`src/rtl/dvp_frame_tx.sv`:
```
// dvp_frame_tx: OV7670-style DVP transmitter, serializes RGB565 pixels onto vsync/href/8-bit byte bus, high byte first
// Ports: clk/rst_n clock and async active-low reset; start begins one frame (ignored unless idle);
// pix_data/pix_valid/pix_ready pixel stream (ready on every other LINE cycle, no stall);
// dvp_vsync/dvp_href/dvp_data camera bus; busy frame in progress; frame_done one-cycle end pulse;
// underflow sticky missing-pixel flag, cleared by an accepted start.
module dvp_frame_tx #(
    parameter int H_ACTIVE    = 640,
    parameter int V_ACTIVE    = 480,
    parameter int H_BLANK     = 288,
    parameter int VSYNC_LINES = 3,
    parameter int VBP_LINES   = 17,
    parameter int VFP_LINES   = 10
) (
    input  logic        clk,
    input  logic        rst_n,
    input  logic        start,
    input  logic [15:0] pix_data,
    input  logic        pix_valid,
    output logic        pix_ready,
    output logic        dvp_vsync,
    output logic        dvp_href,
    output logic [7:0]  dvp_data,
    output logic        busy,
    output logic        frame_done,
    output logic        underflow
);
    localparam int LINE_CYC = 2 * H_ACTIVE + H_BLANK;
    localparam int TOT      = VSYNC_LINES + VBP_LINES + V_ACTIVE + VFP_LINES;
    localparam int CW       = LINE_CYC > 1 ? $clog2(LINE_CYC) : 1;
    localparam int LW       = TOT > 1 ? $clog2(TOT) : 1;
    typedef enum logic [2:0] {IDLE, VSYNC, VBP, LINE, HBLANK, VFP} state_t;
    // Zero-length phases are skipped by resolving their successors at elaboration
    localparam state_t S_AFTER_VS = (VBP_LINES > 0) ? VBP : LINE;
    localparam state_t S_ENTRY    = (VSYNC_LINES > 0) ? VSYNC : S_AFTER_VS;
    localparam state_t S_END      = (VFP_LINES > 0) ? VFP : IDLE;
    localparam logic [CW-1:0] COL_END = CW'(LINE_CYC - 1);
    localparam logic [CW-1:0] COL_ACT = CW'(2 * H_ACTIVE - 1);
    localparam logic [LW-1:0] L_VS  = LW'(VSYNC_LINES - 1);
    localparam logic [LW-1:0] L_VBP = LW'(VBP_LINES - 1);
    localparam logic [LW-1:0] L_ACT = LW'(V_ACTIVE - 1);
    localparam logic [LW-1:0] L_VFP = LW'(VFP_LINES - 1);
    state_t          state, nxt;
    logic [CW-1:0]   col;
    logic [LW-1:0]   lin;
    logic            phase;
    logic [7:0]      lo;
    logic            eol, last_act, grp_chg, fin, accept;
    assign eol       = col == COL_END;
    assign last_act  = lin == L_ACT;
    assign pix_ready = (state == LINE) && !phase;
    assign fin       = (state != IDLE) && (nxt == IDLE);
    assign accept    = (state == IDLE) && (nxt != IDLE);
    // LINE and HBLANK share the active-line counter; any other transition restarts it
    assign grp_chg   = (state != nxt) &&
                       !((state == LINE || state == HBLANK) && (nxt == LINE || nxt == HBLANK));
    always_comb begin
        nxt = state;
        case (state)
            IDLE:    nxt = (start && !frame_done) ? S_ENTRY : IDLE;
            VSYNC:   nxt = (eol && lin == L_VS) ? S_AFTER_VS : VSYNC;
            VBP:     nxt = (eol && lin == L_VBP) ? LINE : VBP;
            LINE:    nxt = (col != COL_ACT) ? LINE : (H_BLANK > 0) ? HBLANK : last_act ? S_END : LINE;
            HBLANK:  nxt = !eol ? HBLANK : last_act ? S_END : LINE;
            VFP:     nxt = (eol && lin == L_VFP) ? IDLE : VFP;
            default: nxt = IDLE;
        endcase
    end
    always_ff @(posedge clk or negedge rst_n) begin
        if (!rst_n) begin
            state      <= IDLE;
            col        <= '0;
            lin        <= '0;
            phase      <= 1'b0;
            lo         <= 8'h00;
            dvp_data   <= 8'h00;
            dvp_href   <= 1'b0;
            dvp_vsync  <= 1'b0;
            busy       <= 1'b0;
            frame_done <= 1'b0;
            underflow  <= 1'b0;
        end else begin
            state      <= nxt;
            col        <= (state == IDLE || nxt == IDLE || eol) ? '0 : col + 1'b1;
            lin        <= grp_chg ? '0 : eol ? lin + 1'b1 : lin;
            phase      <= (state == LINE) && !phase;
            lo         <= pix_ready ? (pix_valid ? pix_data[7:0] : 8'h00) : lo;
            dvp_data   <= pix_ready ? (pix_valid ? pix_data[15:8] : 8'h00) : (state == LINE) ? lo : 8'h00;
            dvp_href   <= state == LINE;
            dvp_vsync  <= state == VSYNC;
            busy       <= (state != IDLE) && !fin;
            frame_done <= fin;
            underflow  <= accept ? 1'b0 : underflow | (pix_ready && !pix_valid);
        end
    end
endmodule

```
`config.mk`:
```
export PLATFORM = sky130hd
export DESIGN_NAME = dvp_frame_tx
export DESIGN_NICKNAME = d
export VERILOG_FILES = /design/src/rtl/dvp_frame_tx.sv
export SDC_FILE = /design/constraint.sdc
export NUM_CORES = 1
export LEC_CHECK = 0
export BUFFER_PORTS_ARGS = -buffer_cell sky130_fd_sc_hd__buf_2
export CAP_MARGIN = 20
export CORE_ASPECT_RATIO = 0.9
export CORE_UTILIZATION = 40
export DETAILED_ROUTE_END_ITERATION = 16
export PLACE_DENSITY_LB_ADDON = 0.08
export SLEW_MARGIN = 20
export SYNTH_ARGS = -nofsm -noshare
export SYNTH_HDL_FRONTEND = slang
export SYNTH_SLANG_ARGS = --single-unit
export TNS_END_PERCENT = 10
```
`constraint.sdc`:
```
create_clock -name clk -period 3.51 [get_ports clk]
set_clock_uncertainty 0.1 [all_clocks]
set_input_delay 0.1755 -clock clk [delete_from_list [all_inputs] [get_ports clk]]
set_output_delay 0.1755 -clock clk [all_outputs]
set_load 0.005 [all_outputs]
```
## Word level (Yosys, flattened, before mapping)

Index checks and enable logic that the tools add are counted.

- Add/sub/neg operators: 2
- Equality and inequality tests: 14
- Multiplexer cells: 16
- Bitwise logic cells: 1
- Reduce and logical (&&, ||, !) cells: 25

Operators with widths:

| kind | count |
|---|---|
| $mux W8 | 4 |
| $mux W9 | 2 |
| $pmux W3 S6 | 1 |
| $mux W3 | 4 |
| $add A11 B1 Y11 const B | 1 |
| $eq A11 B11 Y1 const B | 1 |
| $logic_and A1 B1 Y1 | 11 |
| $mux W11 | 1 |
| $ne A11 B11 Y1 const B | 1 |
| $add A9 B1 Y9 const B | 1 |
| $eq A3 B2 Y1 const B | 3 |
| $eq A3 B3 Y1 const B | 3 |
| $eq A9 B2 Y1 const B | 1 |
| $eq A9 B4 Y1 const B | 1 |
| $eq A9 B5 Y1 const B | 1 |
| $eq A9 B9 Y1 const B | 1 |
| $logic_not A3 Y1 | 2 |
| $reduce_bool A3 Y1 | 2 |
| $logic_not A1 Y1 | 5 |
| $logic_or A1 B1 Y1 | 4 |
| $eq A3 B1 Y1 const B | 1 |
| $mux W1 | 3 |
| $ne A3 B3 Y1 | 1 |
| $mux W2 | 1 |
| 2 further kinds | 2 |

- Register bits after elaboration: 45
- Bits of input ports: 20
- Output and inout port bits: 14

## Logic depth before layout (Yosys ltp)

- Depth after elaboration: 10
- Gate-level depth with buffers: 9
- Gate-level depth less buffers: 8

## Worst setup path before layout

Ideal clock, no wire load.

- Kind: flip-flop to flip-flop
- Start: register col[5]
- End: register lin[4]
- Setup time: 0.119 ns
- Arrival time: 2.338 ns
- Required time: 3.291 ns
- Path slack: 0.953 ns
- Cell stages (with the launch flop): 9
- Period minus slack after synthesis: 2.557 ns
- Cell sequence: dfrtp_1 -> or3_4 -> or4_4 -> buf_6 -> or3_4 -> nand4_4 -> o2111a_1 -> buf_6 -> nor2_2

- Word-level cells in the longest chain between the ends: 10

RTL lines:

| element | RTL line | RTL |
|---|---|---|
| from (decl) | 43 | `logic [CW-1:0] col;` |
| from (signal assigned) | 83 | `col <= (state == IDLE \|\| nxt == IDLE \|\| eol) ? '0 : col + 1'b1;` |
| $eq A11 B11 Y1 | 48 | `assign eol = col == COL_END;` |
| $logic_and A1 B1 Y1, on equally long branches | 64, 60, 61 |  |
| $mux W3 (tied with other cells) | 64 | `VFP: nxt = (eol && lin == L_VFP) ? IDLE : VFP;` |
| $pmux W3 S6 * | 58 | `case (state)` |
| via nxt[0] | 42 | `state_t state, nxt;` |
| $eq A3 B2 Y1 or $eq A3 B3 Y1 (tied branches) | 55 | `!((state == LINE \|\| state == HBLANK) && (nxt == LINE \|\| nxt == HBLANK));` |
| $logic_or A1 B1 Y1 | 55 |  |
| $logic_and A1 B1 Y1 | 55 |  |
| $logic_not A1 Y1 | 55 |  |
| $logic_and A1 B1 Y1 * | 54 | `assign grp_chg = (state != nxt) &&` |
| $mux W9 or $reduce_bool A2 Y1 (tied branches) | - |  |
| to (signal assigned) | 84 | `lin <= grp_chg ? '0 : eol ? lin + 1'b1 : lin;` |
| to (decl) | 44 | `logic [LW-1:0] lin;` |

The timed path passes the listed nets; every way through them passes the cells marked *.
A chain may end at the register's enable or synchronous reset.

## Final worst setup path

Ends and elaborated chain as after synthesis.

==> results_dict.tcl <==
set metrics [dict create \
    synth_top_family_by_area "simple AND/OR/NAND/NOR gates" \
    reg2reg_from "col[5]" \
    outcome "completed" \
    multi_input_area_um2 1080 \
    critPathMaxFanout 9 \
    antenna_found_initial 0 \
    hold_buffers 2 \
    design.portCount 34 \
    critical_path_arrival_ps 2900 \
    reg2reg_to "lin[4]" \
    static-leakage-power_nw 1.14 \
    via_per_inst 5.15 \
    async_flop_share_pct 100 \
    critPathKind "reg -> reg" \
    cts-buffers-inserted 5 \
    p_switching_w 0.000187 \
    drt-total-wl_um 4570 \
    worstHoldEndpoint "lo[3]" \
    fp.dieW_um 81.8 \
    synth_edf_count 0 \
    synthXorXnorAreaFrac_pct 6.50 \
    cts_num_sinks 45 \
    grt_usage_pct 17.0 \
    hold_slack_ps 5.19 \
    nNetsFinal 281 \
    setup_violations 0 \
    synth_compound_area_share_pct 7.49 \
    drv_cap 0 \
    cts.repair.resized 0 \
    avgSynthCellArea_um2 10.4 \
    firstDrtPassIters 4 \
    grt_max_degree 46 \
    routed-via-count 1669 \
    postRouteAntennaNets 0 \
    slew_headroom_pct 56.8 \
    cp-start-kind "flip-flop" \
    power_frac_comb_pct 3.5 \
    layout.cells.most_common "dfrtp_1" \
    grt_first_pass_wirelength_um 7750 \
    cts_buffer_depth 2 \
    endpoint_kind "flip-flop" \
    holdCritStartpoint "pix_data[3]" \
    n_antenna_cell 0 \
    grt_overflow 0 \
    grt_setup_unrepaired "false" \
    start_util_pct 42.6 \
    drive_gt1_share_pct 27.6 \
    cts_root_buf "clkbuf_8" \
    post-route-period-util_pct 80.8 \
    final_cells 324 \
    grt_pass1_vias 1586 \
    yosys_warnings 0 \
    synthMuxAreaShare_pct 0.437 \
    synth-seq-area-share_pct 49.2 \
    design.die.area_um2 6030 \
    min_path_cells 3 \
    synth-simple-area-share_pct 29.9 \
    power_switching_share_pct 21.8 \
    drtIter0Drc 83 \
    final_area_um2 2620 \
    p_int_w 0.000672 \
    hold_viol 0 \
    area_delta_synth_final_pct 14.4 \
    worstHoldPathType "in -> reg" \
    clock_power_share_pct 36.1 \
    hpwlAfterDp_um 3270 \
    drc_errors 0 \
    ys_seq_elements 45 \
    netlist_instances 220 \
    power.density_nw_per_um2 328 \
    tightestPinTransition_ps 646 \
    dpl-instance-area_um2 2510 \
    cts_tree "done" \
    finalSetupTns_ps 0 \
    syn_area_um2 2290 \
    irDropWorstVdd_uv 228 \
    power_frac_seq_pct 60.4 \
    row_count 25 \
    postLayoutCoreUtil_pct 48.7 \
    final_cell_mix "dfrtp_1, buf_2, nand2_1" \
    cts_setup_buffers 0 \
    die_h_um 73.8 \
    rrSetupSlack_ps 670 \
    slew_violations 0 \
    cts-htree-levels 2 \
    clkSlewWorstSetupHoldPaths_ps 80 \
    max_freq_ghz 0.353 \
    wl_per_cell_um 14.1 \
    placedCellCount 314 \
    synth.distinct_cells 45 \
    routabilityCongestion 0.763 \
    port_buffers 33 \
    syn_nets 245 \
    clock_latency_ps 290 \
    worstRegToRegCells 6 \
    synth-adder-area-share_pct 2.73 \
    seq_area_um2 1130 \
    fill_cells 543 \
    synth_flop_cell "dfrtp_1" \
    fp.coreArea_um2 5380 \
    required_ps 3580 \
    post-route-min-period_ps 2840 \
]
per-layer routing:
| layer | up-vias | GRT usage [%] | part of all wire [%] |
|---|---|---|---|
| met5 | - | 0 | 0 |
| met4 | 0 | 4.68 | 1.0 |
| met3 | 5 | 3.73 | 3.9 |
| met2 | 34 | 23.7 | 42 |
| met1 | 796 | 26.1 | 54 |
| li1 | 834 | - | - |
registers in the layout, summed over array words and instances (netlist names):
name / count
underflow: 1
dvp_href: 1
dvp_data: 8
col: 11
lo: 8
phase: 1
lin: 9
frame_done: 1
busy: 1
dvp_vsync: 1
state: 3
synth_stat cells (all sizes together) (2+ instances only):
master | count | share of area [%]
xnor2 | 7 | 2.7
buf | 3 | 1.5
xor2 | 10 | 3.8
nor2b | 4 | 1.1
nor4bb | 2 | 0.87
nand2 | 24 | 3.9
nor3 | 11 | 4.4
nor2 | 25 | 5.1
or2 | 2 | 0.55
nor4b | 2 | 1.0
o21a | 3 | 0.98
nand2b | 3 | 0.82
ha | 5 | 2.7
nand3 | 19 | 4.2
a21oi | 2 | 0.44
inv | 6 | 0.98
dfrtp | 45 | 49
a22oi | 8 | 2.6
or3 | 5 | 1.8
nand4 | 4 | 1.7
clkbuf | 7 | 1.1
nor4 | 7 | 2.2
o21ai | 2 | 0.60
critical path, stage by stage, from the launching register on:
cell and delay, ps:
dfrtp_1 440, or3_4 420, or4_4 590, or3_4 400, nand4_4 120, o2111a_1 560
nor2_2 80
worst max path at each step:
stage / to / from / cells after the start / slack, ps
2_1_floorplan: lin[4] / col[5] / 8 / 950
3_3_place_gp: lin[1] / col[5] / 6 / 730
3_5_place_dp: lin[3] / col[5] / 6 / 660
4_1_cts: lin[3] / col[5] / 6 / 650
5_1_grt: lin[2] / col[5] / 6 / 560
6_report: lin[4] / col[5] / 6 / 670
stage by stage:
stage | setup WS (ps) | power [W]
3_5_place_dp | 661 | 0.000558
3_3_place_gp | 728 | 0.000558
6_report | 673 | 0.000859
2_1_floorplan | 953 | 0.000536
5_1_grt | 559 | 0.000896
4_1_cts | 646 | 0.000871
cells by family after synthesis:
family,after synthesis
xor+xnor,17
buf+inv,17
simple gates,114
mux,1
compound gates,21
fa+ha+maj,5
flops,45
power groups by stage:
stage,sequential [W],clock (W),combinational [W]
2_1_floorplan,0.000529,0,0.00000633
3_3_place_gp,0.000529,0,0.0000287
3_5_place_dp,0.000529,0,0.0000289
4_1_cts,0.000519,0.000322,0.0000307
5_1_grt,0.000519,0.000342,0.0000343
6_report,0.000519,0.000310,0.0000299
area by class of cell:
type	count	area share, %
Inverter	7	1.00
Timing Repair Buffer	39	8.31
Multi-Input combinational cell	158	41.3
Clock buffer	7	2.91
Clock inverter	1	0.287
Sequential cell	45	43.0
Tap cell	67	3.20
No activity file was read; power rests on OpenSTA's default activity.
